--- src/rtl/hazard_if.sv ---
// Handshake bundle between the pipeline datapath and hazard_ctrl.
// master = datapath side, slave = hazard controller.
interface hazard_if;
  logic [4:0]  IF_ID_Rs;
  logic [4:0]  IF_ID_Rt;
  logic        ID_EX_MemRead;
  logic [4:0]  ID_EX_Rt;
  logic        EX_MEM_Branch;
  logic        EX_MEM_ALU_zero;
  logic        EX_MEM_Jump;
  logic        EX_MEM_MemRead;
  logic        EX_MEM_MemWrite;
  logic        dmem_ready;
  logic        dmem_req;
  logic        pipe_hold;
  logic        PC_Write;
  logic        IF_ID_Write;
  logic        IF_Flush;
  logic        ID_Flush;
  logic        EX_Flush;
  logic [1:0]  PCSrc;
  logic        mem_err;
  logic [31:0] stall_cnt;
  logic [31:0] flush_cnt;
  logic [31:0] wait_cnt;

  modport master (
    output IF_ID_Rs, IF_ID_Rt,
    output ID_EX_MemRead, ID_EX_Rt,
    output EX_MEM_Branch, EX_MEM_ALU_zero,
    output EX_MEM_Jump,
    output EX_MEM_MemRead, EX_MEM_MemWrite,
    output dmem_ready,
    input  dmem_req, pipe_hold,
    input  PC_Write, IF_ID_Write,
    input  IF_Flush, ID_Flush, EX_Flush,
    input  PCSrc, mem_err,
    input  stall_cnt, flush_cnt, wait_cnt
  );

  modport slave (
    input  IF_ID_Rs, IF_ID_Rt,
    input  ID_EX_MemRead, ID_EX_Rt,
    input  EX_MEM_Branch, EX_MEM_ALU_zero,
    input  EX_MEM_Jump,
    input  EX_MEM_MemRead, EX_MEM_MemWrite,
    input  dmem_ready,
    output dmem_req, pipe_hold,
    output PC_Write, IF_ID_Write,
    output IF_Flush, ID_Flush, EX_Flush,
    output PCSrc, mem_err,
    output stall_cnt, flush_cnt, wait_cnt
  );
endinterface

--- src/rtl/hazard_ctrl.sv ---
// Hazard/sequencing controller: load-use stall, MEM redirect, dmem wait.
// Define HAZARD_PERF_CNT_EN to build the stall/flush/wait counters.
module hazard_ctrl #(
  parameter int unsigned MEM_TIMEOUT = 16
) (
  input logic     clk,
  input logic     rst,
  hazard_if.slave hz
);

  typedef enum logic {RUN, MWAIT} state_t;

  localparam logic [7:0] WLAST = 8'(MEM_TIMEOUT - 1);

  state_t     state;
  logic [7:0] wcnt;
  logic       mem_err_q;

  logic mem_op;
  logic rdy;
  logic timeout;
  logic hold;
  logic redirect;
  logic load_use;
  logic redir_act;
  logic stall_act;

  always_comb begin
    mem_op  = hz.EX_MEM_MemRead | hz.EX_MEM_MemWrite;
    rdy     = hz.dmem_ready;
    timeout = (state == MWAIT) & (wcnt == WLAST) & ~rdy;

    hold = 1'b0;
    if (!rst) begin
      unique case (state)
        RUN:   hold = mem_op & ~rdy;
        MWAIT: hold = ~rdy & ~timeout;
      endcase
    end

    redirect = hz.EX_MEM_Jump |
               (hz.EX_MEM_Branch & hz.EX_MEM_ALU_zero);
    load_use = hz.ID_EX_MemRead &
               (hz.ID_EX_Rt != 5'd0) &
               ((hz.ID_EX_Rt == hz.IF_ID_Rs) |
                (hz.ID_EX_Rt == hz.IF_ID_Rt));

    // Mutually exclusive qualifiers encode the priority order
    redir_act = ~rst & ~hold & redirect;
    stall_act = ~rst & ~hold & ~redirect & load_use;
  end

  always_comb begin
    hz.dmem_req    = ~rst & mem_op;
    hz.pipe_hold   = hold;
    hz.PC_Write    = 1'b1;
    hz.IF_ID_Write = 1'b1;
    hz.IF_Flush    = 1'b0;
    hz.ID_Flush    = 1'b0;
    hz.EX_Flush    = 1'b0;
    hz.PCSrc       = 2'b00;
    unique case (1'b1)
      hold: begin
        hz.PC_Write    = 1'b0;
        hz.IF_ID_Write = 1'b0;
      end
      redir_act: begin
        hz.IF_Flush = 1'b1;
        hz.ID_Flush = 1'b1;
        hz.EX_Flush = 1'b1;
        hz.PCSrc    = hz.EX_MEM_Jump ? 2'b10 : 2'b01;
      end
      stall_act: begin
        hz.PC_Write    = 1'b0;
        hz.IF_ID_Write = 1'b0;
        hz.ID_Flush    = 1'b1;
      end
      default: ;
    endcase
  end

  always_ff @(posedge clk) begin
    if (rst) begin
      state     <= RUN;
      wcnt      <= 8'd0;
      mem_err_q <= 1'b0;
    end else begin
      unique case (state)
        RUN: begin
          if (mem_op & ~rdy) begin
            state <= MWAIT;
            wcnt  <= 8'd0;
          end
        end
        MWAIT: begin
          wcnt <= wcnt + 8'd1;
          if (rdy | timeout) state <= RUN;
          if (timeout) mem_err_q <= 1'b1;
        end
      endcase
    end
  end

  assign hz.mem_err = mem_err_q;

`ifdef HAZARD_PERF_CNT_EN
  logic [31:0] stall_q;
  logic [31:0] flush_q;
  logic [31:0] wait_q;

  always_ff @(posedge clk) begin
    if (rst) begin
      stall_q <= '0;
      flush_q <= '0;
      wait_q  <= '0;
    end else begin
      if (stall_act) stall_q <= stall_q + 32'd1;
      if (redir_act) flush_q <= flush_q + 32'd1;
      if (hold)      wait_q  <= wait_q + 32'd1;
    end
  end

  assign hz.stall_cnt = stall_q;
  assign hz.flush_cnt = flush_q;
  assign hz.wait_cnt  = wait_q;
`else
  assign hz.stall_cnt = '0;
  assign hz.flush_cnt = '0;
  assign hz.wait_cnt  = '0;
`endif

endmodule

--- src/flat_wrapper.sv ---
// flat-port wrapper written by rule: the top's interface ports become plain ports
module hazard_ctrl_flat 
#(
  parameter int unsigned MEM_TIMEOUT = 16
)
  (clk, rst, hz_IF_ID_Rs, hz_IF_ID_Rt, hz_ID_EX_MemRead, hz_ID_EX_Rt, hz_EX_MEM_Branch, hz_EX_MEM_ALU_zero, hz_EX_MEM_Jump, hz_EX_MEM_MemRead, hz_EX_MEM_MemWrite, hz_dmem_ready, hz_dmem_req, hz_pipe_hold, hz_PC_Write, hz_IF_ID_Write, hz_IF_Flush, hz_ID_Flush, hz_EX_Flush, hz_PCSrc, hz_mem_err, hz_stall_cnt, hz_flush_cnt, hz_wait_cnt);
  hazard_if hz_i ();
  input logic clk;
  input logic rst;
  input wire logic [$bits(hz_i.IF_ID_Rs)-1:0] hz_IF_ID_Rs;
  input wire logic [$bits(hz_i.IF_ID_Rt)-1:0] hz_IF_ID_Rt;
  input wire logic [$bits(hz_i.ID_EX_MemRead)-1:0] hz_ID_EX_MemRead;
  input wire logic [$bits(hz_i.ID_EX_Rt)-1:0] hz_ID_EX_Rt;
  input wire logic [$bits(hz_i.EX_MEM_Branch)-1:0] hz_EX_MEM_Branch;
  input wire logic [$bits(hz_i.EX_MEM_ALU_zero)-1:0] hz_EX_MEM_ALU_zero;
  input wire logic [$bits(hz_i.EX_MEM_Jump)-1:0] hz_EX_MEM_Jump;
  input wire logic [$bits(hz_i.EX_MEM_MemRead)-1:0] hz_EX_MEM_MemRead;
  input wire logic [$bits(hz_i.EX_MEM_MemWrite)-1:0] hz_EX_MEM_MemWrite;
  input wire logic [$bits(hz_i.dmem_ready)-1:0] hz_dmem_ready;
  output wire logic [$bits(hz_i.dmem_req)-1:0] hz_dmem_req;
  output wire logic [$bits(hz_i.pipe_hold)-1:0] hz_pipe_hold;
  output wire logic [$bits(hz_i.PC_Write)-1:0] hz_PC_Write;
  output wire logic [$bits(hz_i.IF_ID_Write)-1:0] hz_IF_ID_Write;
  output wire logic [$bits(hz_i.IF_Flush)-1:0] hz_IF_Flush;
  output wire logic [$bits(hz_i.ID_Flush)-1:0] hz_ID_Flush;
  output wire logic [$bits(hz_i.EX_Flush)-1:0] hz_EX_Flush;
  output wire logic [$bits(hz_i.PCSrc)-1:0] hz_PCSrc;
  output wire logic [$bits(hz_i.mem_err)-1:0] hz_mem_err;
  output wire logic [$bits(hz_i.stall_cnt)-1:0] hz_stall_cnt;
  output wire logic [$bits(hz_i.flush_cnt)-1:0] hz_flush_cnt;
  output wire logic [$bits(hz_i.wait_cnt)-1:0] hz_wait_cnt;
  assign hz_i.IF_ID_Rs = hz_IF_ID_Rs;
  assign hz_i.IF_ID_Rt = hz_IF_ID_Rt;
  assign hz_i.ID_EX_MemRead = hz_ID_EX_MemRead;
  assign hz_i.ID_EX_Rt = hz_ID_EX_Rt;
  assign hz_i.EX_MEM_Branch = hz_EX_MEM_Branch;
  assign hz_i.EX_MEM_ALU_zero = hz_EX_MEM_ALU_zero;
  assign hz_i.EX_MEM_Jump = hz_EX_MEM_Jump;
  assign hz_i.EX_MEM_MemRead = hz_EX_MEM_MemRead;
  assign hz_i.EX_MEM_MemWrite = hz_EX_MEM_MemWrite;
  assign hz_i.dmem_ready = hz_dmem_ready;
  assign hz_dmem_req = hz_i.dmem_req;
  assign hz_pipe_hold = hz_i.pipe_hold;
  assign hz_PC_Write = hz_i.PC_Write;
  assign hz_IF_ID_Write = hz_i.IF_ID_Write;
  assign hz_IF_Flush = hz_i.IF_Flush;
  assign hz_ID_Flush = hz_i.ID_Flush;
  assign hz_EX_Flush = hz_i.EX_Flush;
  assign hz_PCSrc = hz_i.PCSrc;
  assign hz_mem_err = hz_i.mem_err;
  assign hz_stall_cnt = hz_i.stall_cnt;
  assign hz_flush_cnt = hz_i.flush_cnt;
  assign hz_wait_cnt = hz_i.wait_cnt;
  hazard_ctrl #(.MEM_TIMEOUT(MEM_TIMEOUT)) u_core (.clk(clk), .rst(rst), .hz(hz_i));
endmodule
--- config.mk ---
export PLATFORM = sky130hd
export DESIGN_NAME = hazard_ctrl_flat
export DESIGN_NICKNAME = d
export VERILOG_FILES = /design/src/rtl/hazard_if.sv /design/src/rtl/hazard_ctrl.sv /design/src/flat_wrapper.sv
export SDC_FILE = /design/constraint.sdc
export NUM_CORES = 1
export LEC_CHECK = 0
export BUFFER_PORTS_ARGS = -buffer_cell sky130_fd_sc_hd__buf_2
export CAP_MARGIN = 20
export CORE_ASPECT_RATIO = 0.75
export CORE_UTILIZATION = 34
export CTS_CLUSTER_SIZE = 12
export DETAILED_ROUTE_END_ITERATION = 7
export PLACE_DENSITY = 0.9
export SYNTH_ARGS = -nofsm -noshare
export SYNTH_HDL_FRONTEND = slang
export SYNTH_SLANG_ARGS = --single-unit
--- constraint.sdc ---
create_clock -name clk -period 1.8 [get_ports clk]
set_input_delay 0.18 -clock clk [delete_from_list [all_inputs] [get_ports clk]]
set_output_delay 0.18 -clock clk [all_outputs]
set_load 0.02 [all_outputs]
# Yosys cells after proc, flatten, opt, wreduce, memory -nomap -nowiden
# Cells that the tools add are included.
[word_totals]
romBits = 0
n_memories = 0
wordCells = 46
mem_bits_rw = 0
out_inout_bits = 106
register_bits = 10
latchBits = 0
input_bits = 24
[op_classes]
magnitude_cmp = 0
shifts = 0
mul = 0
muxes = 12
div_mod_pow = 0
n_addsub = 1
reduce_logical = 4
bitwise = 22
eq_ne = 4
[op_table]
columns = ["operator", "n"]
rows = [
  ["case mux 8 bit (2 select lines)", 1],
  ["bitwise AND 1 bit", 12],
  ["equality test 5 bit", 2],
  ["adder 8 x 1 -> 8 bit (second input constant)", 1],
  ["equality test 8 x 4 -> 1 bit (second input constant)", 1],
  ["two-way mux 8 bit", 1],
  ["two-way mux 1 bit", 6],
  ["NOT 1 bit", 6],
  ["nonzero test 5 bit", 1],
  ["two-way mux 2 bit", 2],
  ["OR 1 bit", 4],
  ["case mux 1 bit (2 select lines)", 2],
  ["OR reduction 2 bit", 2],
  ["inequality test 2 x 1 -> 1 bit (second input constant)", 1],
  ["AND reduction 2 bit", 1],
]

# Depth between registers and ports, before layout
[logic_depth]
depth_word = 13
ltp_mapped = 6
depth_no_buf = 5

# Least setup slack after synthesis
# No wires, ideal clock.
[synth_timing]
kind = "reg2out"
startpoint = "register u_core.wcnt[4]"
endpoint = "output hz_IF_Flush"
required_ns = 1.620
setup_slack_ns = -0.282
n_path_buf = 1
t_arrival_ns = 1.902
stages_incl_launch_ff = 6
cell_sequence = "dfxtp_1 or4_4 o211ai_2 or2b_1 nor2_1 buf_4"
[synth_via]
elab_chain_len = 11
[synth_rtl]
columns = ["element", "line_no", "rtl"]
rows = [
  ["start: declaration", "hazard_ctrl.sv:16", "logic [7:0] wcnt;"],
  ["start signal: assignment", "hazard_ctrl.sv:96", "wcnt <= wcnt + 8'd1;"],
  ["equality test 8 x 4 -> 1 bit", "hazard_ctrl.sv:31", "timeout = (state == MWAIT) & (wcnt == WLAST) & ~rdy;"],
  ["bitwise AND 1 bit (2 in a row)", "hazard_ctrl.sv:31", ""],
  ["NOT 1 bit", "hazard_ctrl.sv:37", "MWAIT: hold = ~rdy & ~timeout;"],
  ["bitwise AND 1 bit", "hazard_ctrl.sv:37", ""],
  ["case mux 1 bit (2 select lines)", "hazard_ctrl.sv:35", "unique case (state)"],
  ["two-way mux 1 bit", "hazard_ctrl.sv:34", "if (!rst) begin"],
  ["NOT 1 bit", "hazard_ctrl.sv:49", "redir_act = ~rst & ~hold & redirect;"],
  ["bitwise AND 1 bit (2 in a row)", "hazard_ctrl.sv:49", ""],
  ["two-way mux 1 bit", "--", ""],
  ["end: declaration", "flat_wrapper.sv:24", "output wire logic [$bits(hz_i.IF_Flush)-1:0] hz_IF_Flush;"],
]
# Every way passes these cells.

# Worst setup path after layout
[layout_timing]
startpoint = "register u_core.wcnt[5]"
endpoint = "output hz_ID_Flush"
[layout_via]
elab_chain_len = 13
elab_cells_between_ends = 14
cone_classes = "1 x eq/ne; 3 x mux; 9 x bitwise; 1 x reduce/logical"
[layout_rtl]
columns = ["element", "line_no", "rtl"]
rows = [
  ["equality test 8 x 4 -> 1 bit (*)", "hazard_ctrl.sv:31", ""],
  ["bitwise AND 1 bit (*) (2 in a row)", "hazard_ctrl.sv:31", ""],
  ["NOT 1 bit (*)", "hazard_ctrl.sv:37", ""],
  ["bitwise AND 1 bit (*)", "hazard_ctrl.sv:37", ""],
  ["case mux 1 bit (2 select lines) (*)", "hazard_ctrl.sv:35", ""],
  ["two-way mux 1 bit (*)", "hazard_ctrl.sv:34", ""],
  ["NOT 1 bit (*)", "hazard_ctrl.sv:49, hazard_ctrl.sv:50", ""],
  ["bitwise AND 1 bit (*)", "hazard_ctrl.sv:49, hazard_ctrl.sv:50", ""],
  ["bitwise AND 1 bit (2 in a row)", "hazard_ctrl.sv:50", "stall_act = ~rst & ~hold & ~redirect & load_use;"],
  ["OR reduction 2 bit (no line) (*)", "--", ""],
  ["two-way mux 1 bit (*)", "hazard_ctrl.sv:62", "unique case (1'b1)"],
  ["end: declaration", "flat_wrapper.sv:25", "output wire logic [$bits(hz_i.ID_Flush)-1:0] hz_ID_Flush;"],
]
# Every way passes the cells marked *; elsewhere a longest branch is shown, timed or not.

==> flow_summary.yaml <==
cts:
  clock_latency_ns: 0.24
  clock-sinks: 10
  clk_path_buf_depth: 2
  cts_tree: "built"
  path_clk_slew_ns: 0.05
  cts_root_buf: "clkbuf_8"
  cts-buffers-inserted: 3
  h-tree-depth: 1
floorplanning:
  core_area_sq_mm: 0.00383
  initial_core_util_pct: 37.0
  rows: 19
  num_io_pins: 130
  dieWidth_um: 76.6
  die_height_um: 57.9
  dieArea_sq_mm: 0.00443
sta:
  hold_ws_ns: 0.266
  finalCritPeriodShare_pct: 115
  rsz0062_at_grt: "true"
  finalHoldViolCount: 0
  max_freq_ghz: 0.481
  setup_viol: 8
  maxSlewViolCount: 0
  worst_clock_skew_ns: 0.00302
  layout_min_cycle_time_ns: 2.08
  setup_ws_ns: -0.278
power:
  leakagePower_nw: 0.806
  vdd_drop_max_uv: 271
  power_density_mw_per_mm2: 568
  power_uw: 846
outcome:
  status: "finished, violations left"
  violations: "negative setup slack"
global_routing:
  grt_pass1_wl_mm: 3.47
  grt_pass1_vias: 762
  grt_usage_pct: 10.3
  antenna_found_initial: 0
  grt_start_max_net_pins: 17
  grt-ovfl-total: 0
critical_path:
  endpoint_kind: "output port"
  worstPathRequired_ns: 1.62
  rrSetupSlack_ns: 0.39
  path_class: "reg2out"
  startpoint_type: "flop"
  cp_max_fo: 4
  cp_data_arrival_time_ns: 1.90
place:
  port-buffer-count: 33
  dpl.cell_count: 272
  hpwlAfterDp_mm: 2.00
  gp_congestion: 0.856
flow_run:
  cap_violations: 0
logic_synthesis:
  syn_inst: 183
  async_flop_share_pct: 0
  avgSynthCellArea_sq_um: 7.75
  synth_area_sq_mm: 0.00142
  ys.warnings.count: 0
  synth.distinct_cells: 35
  ys_seq_area_share_pct: 14.1
  synth_ff_type: "dfxtp_1"
  synth-edff-count: 0
  synth-seq-cells: 10
cells_and_area:
  stdcell_count: 278
  fin_util_pct: 38.9
  nFillCells: 391
  drive_above_1_share_pct: 27.0
  antenna_cells: 0
  final_nets: 252
  area_growth_pct: 4.94
  layout_commonest_cell: "conb_1"
  final_cell_mix: "conb_1 (96), buf_2 (25), nor2_1 (12)"
route:
  wl_per_cell_um: 8.87
  vias_per_cell: 3.64
  vias: 1013
  drt-total-wl_mm: 2.47
  dr.first_iter.drc_count: 61
  route.detailed.drc: 0
  drtPass1Iterations: 4
  ant_nets: 0
worst_hold_path:
  hold_path.class: "in2reg"
-- timing repair --
action,in CTS,in global routing
hold buffers,0,0
pin swaps,4,1
endpoints found under the setup margin,8,8
setup buffers,3,1
resized for setup,19,4
-- synthesized netlist by cell type, drive strengths merged, types with 3 or more instances --
cell type	number	area, sq um
nor2	15	56.3
o21ai	4	20.0
a21oi	5	25.0
nor3	5	30.0
inv	3	11.3
xor2	11	96.3
dfxtp	10	200
buf	98	736
nand4	3	18.8
-- logic make-up (layout without fill, tap and decap cells) --
kind of cell,count (synthesis),count (layout),synth area share (%)
buffers and inverters,103,51,53.2
AND/OR/NAND/NOR,38,38,14.7
AO/OA/AOI/OAI,16,16,7.77
XOR/XNOR,11,11,6.80
flip-flops,10,10,14.1
multiplexers,3,3,2.29
adder cells (fa/ha/maj),1,1,0.882
other,1,96,0.265
-- worst max-delay path, cell delays in order, from the launching register on --
cell,delay (ns)
dfxtp_2,0.31
or4_4,0.53
o211ai_2,0.17
or2b_4,0.34
o22ai_2,0.17
buf_6,0.14
-- through the flow --
stage / worst slack (ns) / area [sq um] / setup TNS, ns
after floorplan: -0.0617 / 1800 / -0.188
after global placement: -0.0578 / 1350 / -0.115
after detailed placement: -0.0954 / 1350 / -0.186
after CTS: -0.279 / 1480 / -1.39
after global routing: -0.374 / 1490 / -2.13
final: -0.278 / 1490 / -1.47
-- path summary, 6_finish.rpt --
path | start | end | depth (start not counted)
max reg2reg | u_core.wcnt[5]$_SDFFE_PP0P_ | u_core.state$_SDFF_PP0_ | 5
min | hz_dmem_ready | u_core.hz.mem_err$_SDFFE_PP0P_ | 4
min reg2reg | u_core.hz.mem_err$_SDFFE_PP0P_ | u_core.hz.mem_err$_SDFFE_PP0P_ | 2
max | u_core.wcnt[5]$_SDFFE_PP0P_ | hz_ID_Flush | 5
-- metal layers --
layer | track usage [%] | vias to the layer above | share of wire (%)
met3 | 3.46 | 11 | 6.7
met2 | 17.6 | 60 | 54
met5 | 0 | - | 0
met4 | 6.59 | 0 | 3.6
met1 | 11.2 | 455 | 36
li1 | - | 487 | -
-- layout make-up --
type                            count  area (sq um)  share of cell area [%]
Clock buffer                        4          55.1                    3.70
Tap cell                           52          65.1                    4.37
Sequential cell                    10           203                    13.6
Inverter                            3          11.3                   0.757
Multi-Input combinational cell    165           852                    57.3
Timing Repair Buffer               44           302                    20.3
-- report_power, final --
group	total [mW]	internal [mW]	switching [mW]
logic	0.337	0.0758	0.261
registers	0.228	0.225	0.00324
clock network	0.281	0.192	0.0887
-- sequential cells by signal, summed over array words and instances, names as in the netlist --
name and count:
u_core.hz.mem_err 1, u_core.wcnt 8, u_core.state 1
Note: power is estimated with default switching activity, not from simulation.
